$ cat src/rtl/add_sub_sweeper.sv
// add_sub_sweeper: sequential self-checking initiator for a combinational
// WIDTH-bit adder/subtractor. It walks every operand pair for the selected
// operation(s), waits SETTLE cycles per vector and checks {C,S} against an
// internal golden model. It reports the error count, the first failing vector
// and pass/fail.
module add_sub_sweeper #(
  parameter int WIDTH  = 4,
  parameter int SETTLE = 1
) (
  input  logic               clk,
  input  logic               rst_n,
  input  logic               start,
  input  logic [1:0]         mode,
  output logic [WIDTH-1:0]   A,
  output logic [WIDTH-1:0]   B,
  output logic               M,
  input  logic [WIDTH-1:0]   S,
  input  logic               C,
  output logic               busy,
  output logic               done,
  output logic               pass,
  output logic [2*WIDTH:0]   err_count,
  output logic [2*WIDTH:0]   fail_vec
);

  localparam int IW = 2*WIDTH + 1;

  typedef enum logic [2:0] {IDLE, DRIVE, WAIT, CHECK, FINISH} state_t;

  state_t             state_q, state_d;
  logic [1:0]         mode_q, mode_d;
  logic [IW-1:0]      idx_q, idx_d;
  logic [3:0]         cnt_q, cnt_d;
  logic [WIDTH-1:0]   a_q, a_d, b_q, b_d;
  logic               m_q, m_d;
  logic               busy_q, busy_d, done_q, done_d, pass_q, pass_d;
  logic [IW-1:0]      err_q, err_d, fail_q, fail_d;

  logic [WIDTH-1:0]   vec_a, vec_b;
  logic               vec_m, last_vec, mismatch;

  // Reference result in exactly WIDTH+1 bits; subtract is A + ~B + 1, so the
  // carry-out is the "no borrow" flag.
  function automatic logic [WIDTH:0] golden(input logic [WIDTH-1:0] a,
                                            input logic [WIDTH-1:0] b,
                                            input logic             m);
    logic [WIDTH:0] r;
    if (m) r = {1'b0, a} + {1'b0, ~b} + {{WIDTH{1'b0}}, 1'b1};
    else   r = {1'b0, a} + {1'b0, b};
    return r;
  endfunction

  // Split the vector index into operands; mode bit 1 selects the interleaved
  // add/subtract ordering where M is the least significant index bit.
  always_comb begin
    if (mode_q[1]) begin
      vec_a    = idx_q[IW-1:WIDTH+1];
      vec_b    = idx_q[WIDTH:1];
      vec_m    = idx_q[0];
      last_vec = &idx_q;
    end else begin
      vec_a    = idx_q[2*WIDTH-1:WIDTH];
      vec_b    = idx_q[WIDTH-1:0];
      vec_m    = mode_q[0];
      last_vec = &idx_q[2*WIDTH-1:0];
    end
    mismatch = ({C, S} != golden(a_q, b_q, m_q));
  end

  // Next-state and datapath updates for the sweep FSM.
  always_comb begin
    state_d = state_q;
    mode_d  = mode_q;
    idx_d   = idx_q;
    cnt_d   = cnt_q;
    a_d     = a_q;
    b_d     = b_q;
    m_d     = m_q;
    busy_d  = busy_q;
    done_d  = 1'b0;
    pass_d  = pass_q;
    err_d   = err_q;
    fail_d  = fail_q;
    case (state_q)
      IDLE: begin
        if (start) begin
          state_d = DRIVE;
          mode_d  = mode;
          err_d   = '0;
          fail_d  = '0;
          pass_d  = 1'b0;
          idx_d   = '0;
          busy_d  = 1'b1;
        end
      end
      DRIVE: begin
        a_d     = vec_a;
        b_d     = vec_b;
        m_d     = vec_m;
        cnt_d   = 4'(SETTLE);
        state_d = WAIT;
      end
      WAIT: begin
        cnt_d = cnt_q - 4'd1;
        if (cnt_q == 4'd1) state_d = CHECK;
      end
      CHECK: begin
        if (mismatch) begin
          if (!(&err_q)) err_d = err_q + IW'(1);
          if (err_q == '0) fail_d = {a_q, b_q, m_q};
        end
        if (last_vec) begin
          state_d = FINISH;
          done_d  = 1'b1;
          busy_d  = 1'b0;
          pass_d  = !mismatch && (err_q == '0);
        end else begin
          idx_d   = idx_q + IW'(1);
          state_d = DRIVE;
        end
      end
      FINISH: state_d = IDLE;
      default: state_d = IDLE;
    endcase
  end

  // State and output registers; reset aborts any sweep immediately.
  always_ff @(posedge clk or negedge rst_n) begin
    if (!rst_n) begin
      state_q <= IDLE;
      mode_q  <= '0;
      idx_q   <= '0;
      cnt_q   <= '0;
      a_q     <= '0;
      b_q     <= '0;
      m_q     <= 1'b0;
      busy_q  <= 1'b0;
      done_q  <= 1'b0;
      pass_q  <= 1'b0;
      err_q   <= '0;
      fail_q  <= '0;
    end else begin
      state_q <= state_d;
      mode_q  <= mode_d;
      idx_q   <= idx_d;
      cnt_q   <= cnt_d;
      a_q     <= a_d;
      b_q     <= b_d;
      m_q     <= m_d;
      busy_q  <= busy_d;
      done_q  <= done_d;
      pass_q  <= pass_d;
      err_q   <= err_d;
      fail_q  <= fail_d;
    end
  end

  assign A         = a_q;
  assign B         = b_q;
  assign M         = m_q;
  assign busy      = busy_q;
  assign done      = done_q;
  assign pass      = pass_q;
  assign err_count = err_q;
  assign fail_vec  = fail_q;

endmodule

$ cat config.mk
export PLATFORM = sky130hd
export DESIGN_NAME = add_sub_sweeper
export DESIGN_NICKNAME = d
export VERILOG_FILES = /design/src/rtl/add_sub_sweeper.sv
export SDC_FILE = /design/constraint.sdc
export NUM_CORES = 1
export LEC_CHECK = 0
export CAP_MARGIN = 20
export CORE_ASPECT_RATIO = 1.4
export CORE_MARGIN = 5
export CORE_UTILIZATION = 55
export CTS_CLUSTER_SIZE = 16
export DETAILED_ROUTE_END_ITERATION = 7
export GPL_ROUTABILITY_DRIVEN = 0
export MAX_ROUTING_LAYER = met4
export PLACE_DENSITY = 0.86
export SLEW_MARGIN = 30
export SYNTH_ARGS = -nofsm -noshare
export SYNTH_HDL_FRONTEND = slang
export SYNTH_SLANG_ARGS = --single-unit
$ cat constraint.sdc
create_clock -name clk -period 7.05 [get_ports clk]
set_input_delay 1.7625 -clock clk [delete_from_list [all_inputs] [get_ports clk]]
set_output_delay 1.7625 -clock clk [all_outputs]
set_load 0.02 [all_outputs]
Word level (Yosys, flattened, before mapping)
Cells that the tools add are included.

Output and inout bits: 30. Word-level logic and storage cells: 73. Input bits: 10. Register bits: 48.

Mux-type cells: 27. Bitwise operators: 1. Reductions and logical operators: 15. $add $sub $neg: 6. Equality and inequality tests: 12.

Operators with widths (count): 2-to-1 mux 9 bit (6); one-hot mux 9 bit (2 select lines) (3); adder 9 x 1 -> 9 bit, second input constant (2); AND reduction 9 bit (2); != test 2 bit, second input constant (7); one-hot mux 3 bit (4 select lines) (1); adder 4 x 4 -> 5 bit (2); logical NOT 9 bit (1); 2-to-1 mux 3 bit (3); 2-to-1 mux 1 bit (8); 2-to-1 mux 4 bit (2); one-hot mux 4 bit (2 select lines) (1); AND reduction 4 bit (2); AND reduction 8 bit (1); equality test 3 x 2 -> 1 bit, second input constant (2); AND reduction 3 bit (2); adder 5 x 1 -> 5 bit, second input constant (1); 2-to-1 mux 5 bit (1); != test 5 bit (1); equality test 4 x 1 -> 1 bit, second input constant (1); NOT 4 bit (1); one-hot mux 1 bit (2 select lines) (2); AND reduction 2 bit (2); nonzero test 2 bit (2); 5 further kinds (5).

Longest topological paths before layout
Gate-level depths: netlist (run 1).

Depth in word-level cells: 9. Gate-level depth with buffers: 10. Depth with buffers taken out: 10.

Least setup slack after synthesis (run 1)
Ideal clock, no wire load.

Path type: input to register. From: input port C. To: register fail_q[2], in the netlist fail_vec[2]. Required time: 6.925 ns. Arrival: 2.964 ns. Path slack: 3.961 ns. Path buffers: 0. Library setup time: 0.125 ns. Stages on the path: 4. Cells stage by stage: or3_1 and4_4 a21oi_4 mux2_2.

Word-level cells in the longest chain between the ends: 3.

Ends and longest elaborated chain: start, declared (line 18) `input logic C,`; != test 5 bit (line 67) `mismatch = ({C, S} != golden(a_q, b_q, m_q));`; != test 2 bit (no source line); AND reduction 4 bit (no source line); end signal, assigned (line 154) `fail_q <= fail_d;`; end, declared (line 37) `logic [IW-1:0] err_q, err_d, fail_q, fail_d;`.

No other way between the ends. A chain may end at the register's enable or synchronous reset.

Final worst setup path (run 1)
From: input port start. To: register fail_q[4], in the netlist fail_vec[4].

Word-level cells in the longest chain between the ends: 2.

Ends and longest elaborated chain: start, declared (line 12) `input logic start,`; != test 2 bit (no source line); AND reduction 4 bit (no source line).

No other way between the ends.

==> summary.txt, run 1 <==
Outcome
  – Status: finished clean

Setup path
  – Capture point of the worst reg-to-reg path: fail_vec[4]
  – Worst R2R Path Depth: 9
  – Reg2reg setup slack: 4160 ps
  – Critical path class: in -> reg
  – Crit path launch: start
  – CP required: 7240 ps
  – Crit path to: fail_vec[4]
  – Worst R2R Start: B[0]
  – Peak fanout along the critical path: 10
  – Startpoint types: primary input
  – Crit-path cells: clkdlybuf4s50_1 > nor2b_1 > and2_1 > a31oi_1 > a21oi_4 > mux2_2
  – Critical Path AT: 3640 ps
  – Crit. End Element: flip-flop
  – Slowest stage delay, CP: 450 ps
  – Slowest CP cell: clkdlybuf4s50_1

GRT
  – Vias in the first global route: 2,208
  – Initial antenna violation count: 0
  – Total global-route track usage: 19.4%
  – First-pass GRT wire length: 10,200 µm
  – Largest net degree at the start of global routing: 49
  – Total gr overflow: 0

Finish
  – Commonest non-fill, non-tap cells in the layout: dfrtp_1, clkdlybuf4s50_1, nor2_1
  – Final #Nets: 349
  – Share of layout cells above drive strength 1: 5.28%
  – Commonest non-fill, non-tap cell in the layout: dfrtp_1
  – Antenna cells: 0
  – Area Overhead vs Synth: 17.2%

Clock network
  – Hold_buf cts: 0
  – Post-CTS Setup Repair Bufs: 0
  – CTS sink count: 48
  – Max clock buf depth: 2
  – CTS tree: done
  – Root buf cell: clkbuf_8
  – CTS Buf Count: 5
  – Clk slew on worst S/H paths: 90 ps
  – Post-CTS Resized: 0
  – Skew-Pair Late Insertion Delay: 300 ps
  – # H-tree levels: 2

Floorplan
  – Die Ht: 94.2 µm
  – Die width: 70.2 µm
  – Initial Util: 57.1%
  – IO Pins: 40
  – # rows: 30
  – Core area: 4880 µm²
  – Full die area: 6610 µm²

STA
  – Final Hold Fails: 0
  – Final period util: 48.9%
  – Fin Clk Skew: 7.31 ps
  – Fmax: 0.290 GHz
  – Final min period: 3450 ps
  – Slew margin rel.: 51.6%
  – Slew @ Worst Pin: 724 ps
  – Final Setup Violations: 0
  – Unrepaired setup endpoints after global routing: no
  – Slew Viols, Final: 0
  – Setup_tns: 0 ps

Route
  – Routed wire length: 5850 µm
  – ANT nets after route: 0
  – Routed wire per std cell: 15.2 µm
  – Routed via count: 2,234
  – 1st-iter DRT viols: 183
  – Drt pass-1 iters: 4
  – DR DRC count: 0
  – Via density per instance: 5.79

Power
  – Pwr per Cell Area: 429 nW/µm²
  – Peak supply drop: 0.229 mV
  – Tot Pwr: 1.40 mW
  – Leak: 1.45 nW

Min path
  – Hold Crit Start: mode_q[0]
  – Hold Crit Class: reg -> reg

Synth
  – Syn Inst Count: 287
  – Mapped Area: 2790 µm²
  – Sequential fraction of the synthesis area: 43.1%
  – Synthesis-stage register bit count: 48
  – Syn Area/Cell: 9.71 µm²
  – EDFF count, synth: 0
  – Most used flip-flop cell after synthesis: dfrtp_1
  – Fraction of registers with async set or reset after synthesis: 100%
  – Yosys Warn Count: 0
  – Syn_nets: 314
  – Synth cell types: 49

Placement
  – Port bufs: 39
  – HPWL Detailed: 4170 µm

Job
  – Max-Cap Viols: 0
metal layers:
layer  vias up  share of wire (%)  GRT usage, %
met5         -                  0             -
met4         0                1.4          6.23
met3        10                4.6          3.64
met1      1084                 41          22.2
met2        56                 53          34.1
li1       1084                  -             -
cell usage after synthesis, types with 7 or more instances:
cell      n  area (µm²)
a21oi_1  17        85.1
a221o_1   7        70.1
and3_1    8        50.1
dfrtp_1  48        1200
ha_1     15         188
inv_1    20        75.1
mux2i_1  16         160
nand2_1  23        86.3
nor2_1   30         113
nor3_1   15        75.1
o21ai_0  12        60.1
xnor2_1   8        70.1
cells by family (layout without fill, tap and decap cells):
kind of cell | count (synthesis) | after routing | share of synthesized area (%)
and+or+nand+nor | 107 | 107 | 19.3
AOI/OAI and AO/OA | 51 | 51 | 12.6
DFF | 48 | 48 | 43.1
buffers and inverters | 31 | 66 | 5.25
muxes | 21 | 21 | 7.76
adders and majority gates | 17 | 17 | 8.17
xor gates and xnor gates | 12 | 12 | 3.77
registers in the layout, summed over array words and instances, names as in the netlist:
| signal | count |
|---|---|
| A | 4 |
| M | 1 |
| cnt_q | 4 |
| fail_vec | 9 |
| pass | 1 |
| err_count | 9 |
| state_q | 3 |
| B | 4 |
| mode_q | 2 |
| done | 1 |
| idx_q | 9 |
| busy | 1 |
worst min-delay path by stage:
stage	to	slack, ps	cells after the start
after floorplan	mode_q[0]	440	2
after global placement	mode_q[0]	460	2
after detailed placement	mode_q[0]	470	2
after CTS	mode_q[0]	490	2
after global routing	mode_q[0]	530	2
final	mode_q[0]	480	2
critical path, delay by kind of cell:
kind | cells | cell delay, ps
AO/OA/AOI/OAI | 2 | 490
buffers and inverters | 1 | 450
multiplexers | 1 | 390
AND/OR/NAND/NOR | 2 | 540
report_power, final:
part           leakage (nW)  internal (mW)  switching, mW
clock network        0.0410         0.0676         0.0893
registers             0.623          0.359          0.128
logic                 0.785          0.344          0.414
total                  1.45          0.771          0.631
area by class of cell:
type	count	area [µm²]
clock buffer	6	72.6
sequential	48	1200
clock inverter	1	5.00
tap	64	80.1
inverter	20	75.1
timing repair buffer	39	388
multi-input combinational	208	1450
fill	397	1610
through the flow:
step	hold slack (ps)	std cells	setup slack, ps	util, %	cell area [µm²]
5_1_grt	527	386	3460	67.0	3270
6_report	479	386	3600	67.0	3270
3_3_place_gp	462	379	3320	65.2	3180
2_1_floorplan	445	287	3960	-	2790
4_1_cts	491	386	3580	66.8	3260
3_5_place_dp	472	379	3280	65.3	3180
No activity file was read; power rests on OpenSTA's default activity.
==> inputs of run 2 (changes only) <==
CORE_UTILIZATION = 49   (was 55)
PLACE_DENSITY = 0.82   (was 0.86)
clock period = 3.1 ns   (was 7.05 ns; I/O delays follow)
==> summary.txt, run 2 (synthesized netlist as in run 1, its figures left out) <==
GRT
  – Vias in the first global route: 2,253
  – Total gr overflow: 0
  – Initial antenna violation count: 0
  – First-pass GRT wire length: 10,100 µm
  – Met3 Use GR: 3.03%
  – Grt met1 use: 20.7%
  – Total global-route track usage: 17.7%
  – Largest net degree at the start of global routing: 28
  – Global route hottest layer: met2
  – Met2 Usage GRT: 29.7%

Floorplan
  – Initial Util: 50.5%
  – Core area: 5530 µm²
  – Die width: 73.7 µm
  – IO Pins: 40
  – Full die area: 7320 µm²
  – Die Ht: 99.2 µm
  – # rows: 32

Route
  – Via density per instance: 5.69
  – Drt pass-1 iters: 6
  – Routed wire length: 5900 µm
  – 1st-iter DRT viols: 164
  – ANT nets after route: 0
  – Routed via count: 2,247
  – Routed wire per std cell: 14.9 µm
  – DR DRC count: 0

Finish
  – # fillers: 479
  – Area Overhead vs Synth: 18.7%
  – Final #Nets: 354
  – Commonest non-fill, non-tap cell in the layout: dfrtp_1
  – Non-filler instance count after layout: 395
  – Commonest non-fill, non-tap cells in the layout: dfrtp_1, clkdlybuf4s50_1, nor2_1
  – Share of layout cells above drive strength 1: 6.73%
  – Antenna cells: 0

Clock network
  – # H-tree levels: 2
  – CTS tree: done
  – Root buf cell: clkbuf_8
  – Skew-Pair Late Insertion Delay: 290 ps
  – Hold_buf cts: 0
  – CTS sink count: 48
  – CTS Buf Count: 5
  – Max clock buf depth: 2
  – Post-CTS Setup Repair Bufs: 0
  – Clk slew on worst S/H paths: 90 ps
  – Post-CTS Resized: 0

STA
  – Slew @ Worst Pin: 611 ps
  – Final period util: 88.4%
  – Final Setup Violations: 0
  – Hold_ws: 434 ps
  – Setup_tns: 0 ps
  – Final Hold Fails: 0
  – Unrepaired setup endpoints after global routing: no
  – Fin Clk Skew: 5.10 ps
  – Slew Viols, Final: 0
  – Final min period: 2740 ps
  – Fmax: 0.365 GHz
  – Slew margin rel.: 59.2%

Job
  – Max-Cap Viols: 0

Power
  – Internal power: 1.79 mW
  – Clock power frac: 11.0%
  – Tot Pwr: 3.22 mW
  – Peak supply drop: 0.315 mV
  – Pwr per Cell Area: 973 nW/µm²
  – Sw frac: 44.5%
  – Leak: 1.47 nW
  – Psw: 1.43 mW
  – Comb power frac: 54.7%
  – Share of power burned in registers: 34.3%

Setup path
  – Reg2reg setup slack: 360 ps
  – Critical path class: reg -> reg
  – Peak fanout along the critical path: 6
  – Critical Path AT: 2930 ps
  – Slowest stage delay, CP: 420 ps
  – CP required: 3290 ps
  – Startpoint types: flip-flop
  – Worst R2R Path Depth: 9
  – Capture point of the worst reg-to-reg path: fail_vec[2]
  – Crit-path cells: ha_1 > inv_1 > fa_1 > nor3_1 > a2111oi_2 > or3_1 > and4_4 > a21oi_4 > mux2_2
  – Worst R2R Start: B[0]
  – Slowest CP cell: dfrtp_1
  – Crit. End Element: flip-flop

Min path
  – Hold Crit Class: in -> async

Placement
  – Placed insts: 388
  – HPWL Detailed: 4480 µm
  – Port bufs: 39

Outcome
  – Status: finished clean
[run 2: power by group through the flow]
| stage | combinational (mW) | sequential [mW] | clock, mW |
|---|---|---|---|
| after floorplan | 1.20 | 1.14 | 0 |
| after global placement | 1.72 | 1.10 | 0 |
| after detailed placement | 1.76 | 1.11 | 0 |
| after CTS | 1.77 | 1.10 | 0.362 |
| after global routing | 1.96 | 1.14 | 0.385 |
| final | 1.76 | 1.10 | 0.352 |
[run 2: layout make-up]
class / count / area (µm²) / area share (%)
repair buffers: 44 / 423 / 12.8
inverters: 20 / 75.1 / 2.27
clock inverters: 1 / 5.00 / 0.151
flip-flops and latches: 48 / 1200 / 36.3
clock buffers: 6 / 72.6 / 2.19
multi-input cells: 208 / 1450 / 43.7
well taps: 68 / 85.1 / 2.57
[run 2: how the worst max path moves through the flow]
stage / from / endpoint / slack [ps]
after global placement: A[1] / fail_vec[3] / 490
final: B[0] / fail_vec[2] / 360
after CTS: B[0] / fail_vec[2] / 370
after floorplan: A[0] / fail_vec[2] / 360
after global routing: B[0] / fail_vec[5] / 210
after detailed placement: B[0] / fail_vec[2] / 390
[run 2: worst max-delay path: cells and delay by family, from the launching register on]
family / cells / cell delay [ps]
compound gates: 2 / 330
fa+ha+maj: 2 / 600
buf+inv: 1 / 60
flops: 1 / 420
mux: 1 / 370
simple gates: 3 / 840
[run 2: metal layers]
metal  part of all wire (%)  routed length (µm)
met5                      0                   0
met4                    1.5                  89
met3                    3.7                 220
met2                     52                3050
met1                     43                2540
[run 2: per-stage QoR]
step	setup WS, ps	util (%)	instance area (µm²)
2_1_floorplan	362	-	2790
3_3_place_gp	487	58.4	3220
3_5_place_dp	385	58.4	3220
4_1_cts	366	59.8	3300
5_1_grt	212	59.9	3310
6_report	361	59.9	3310
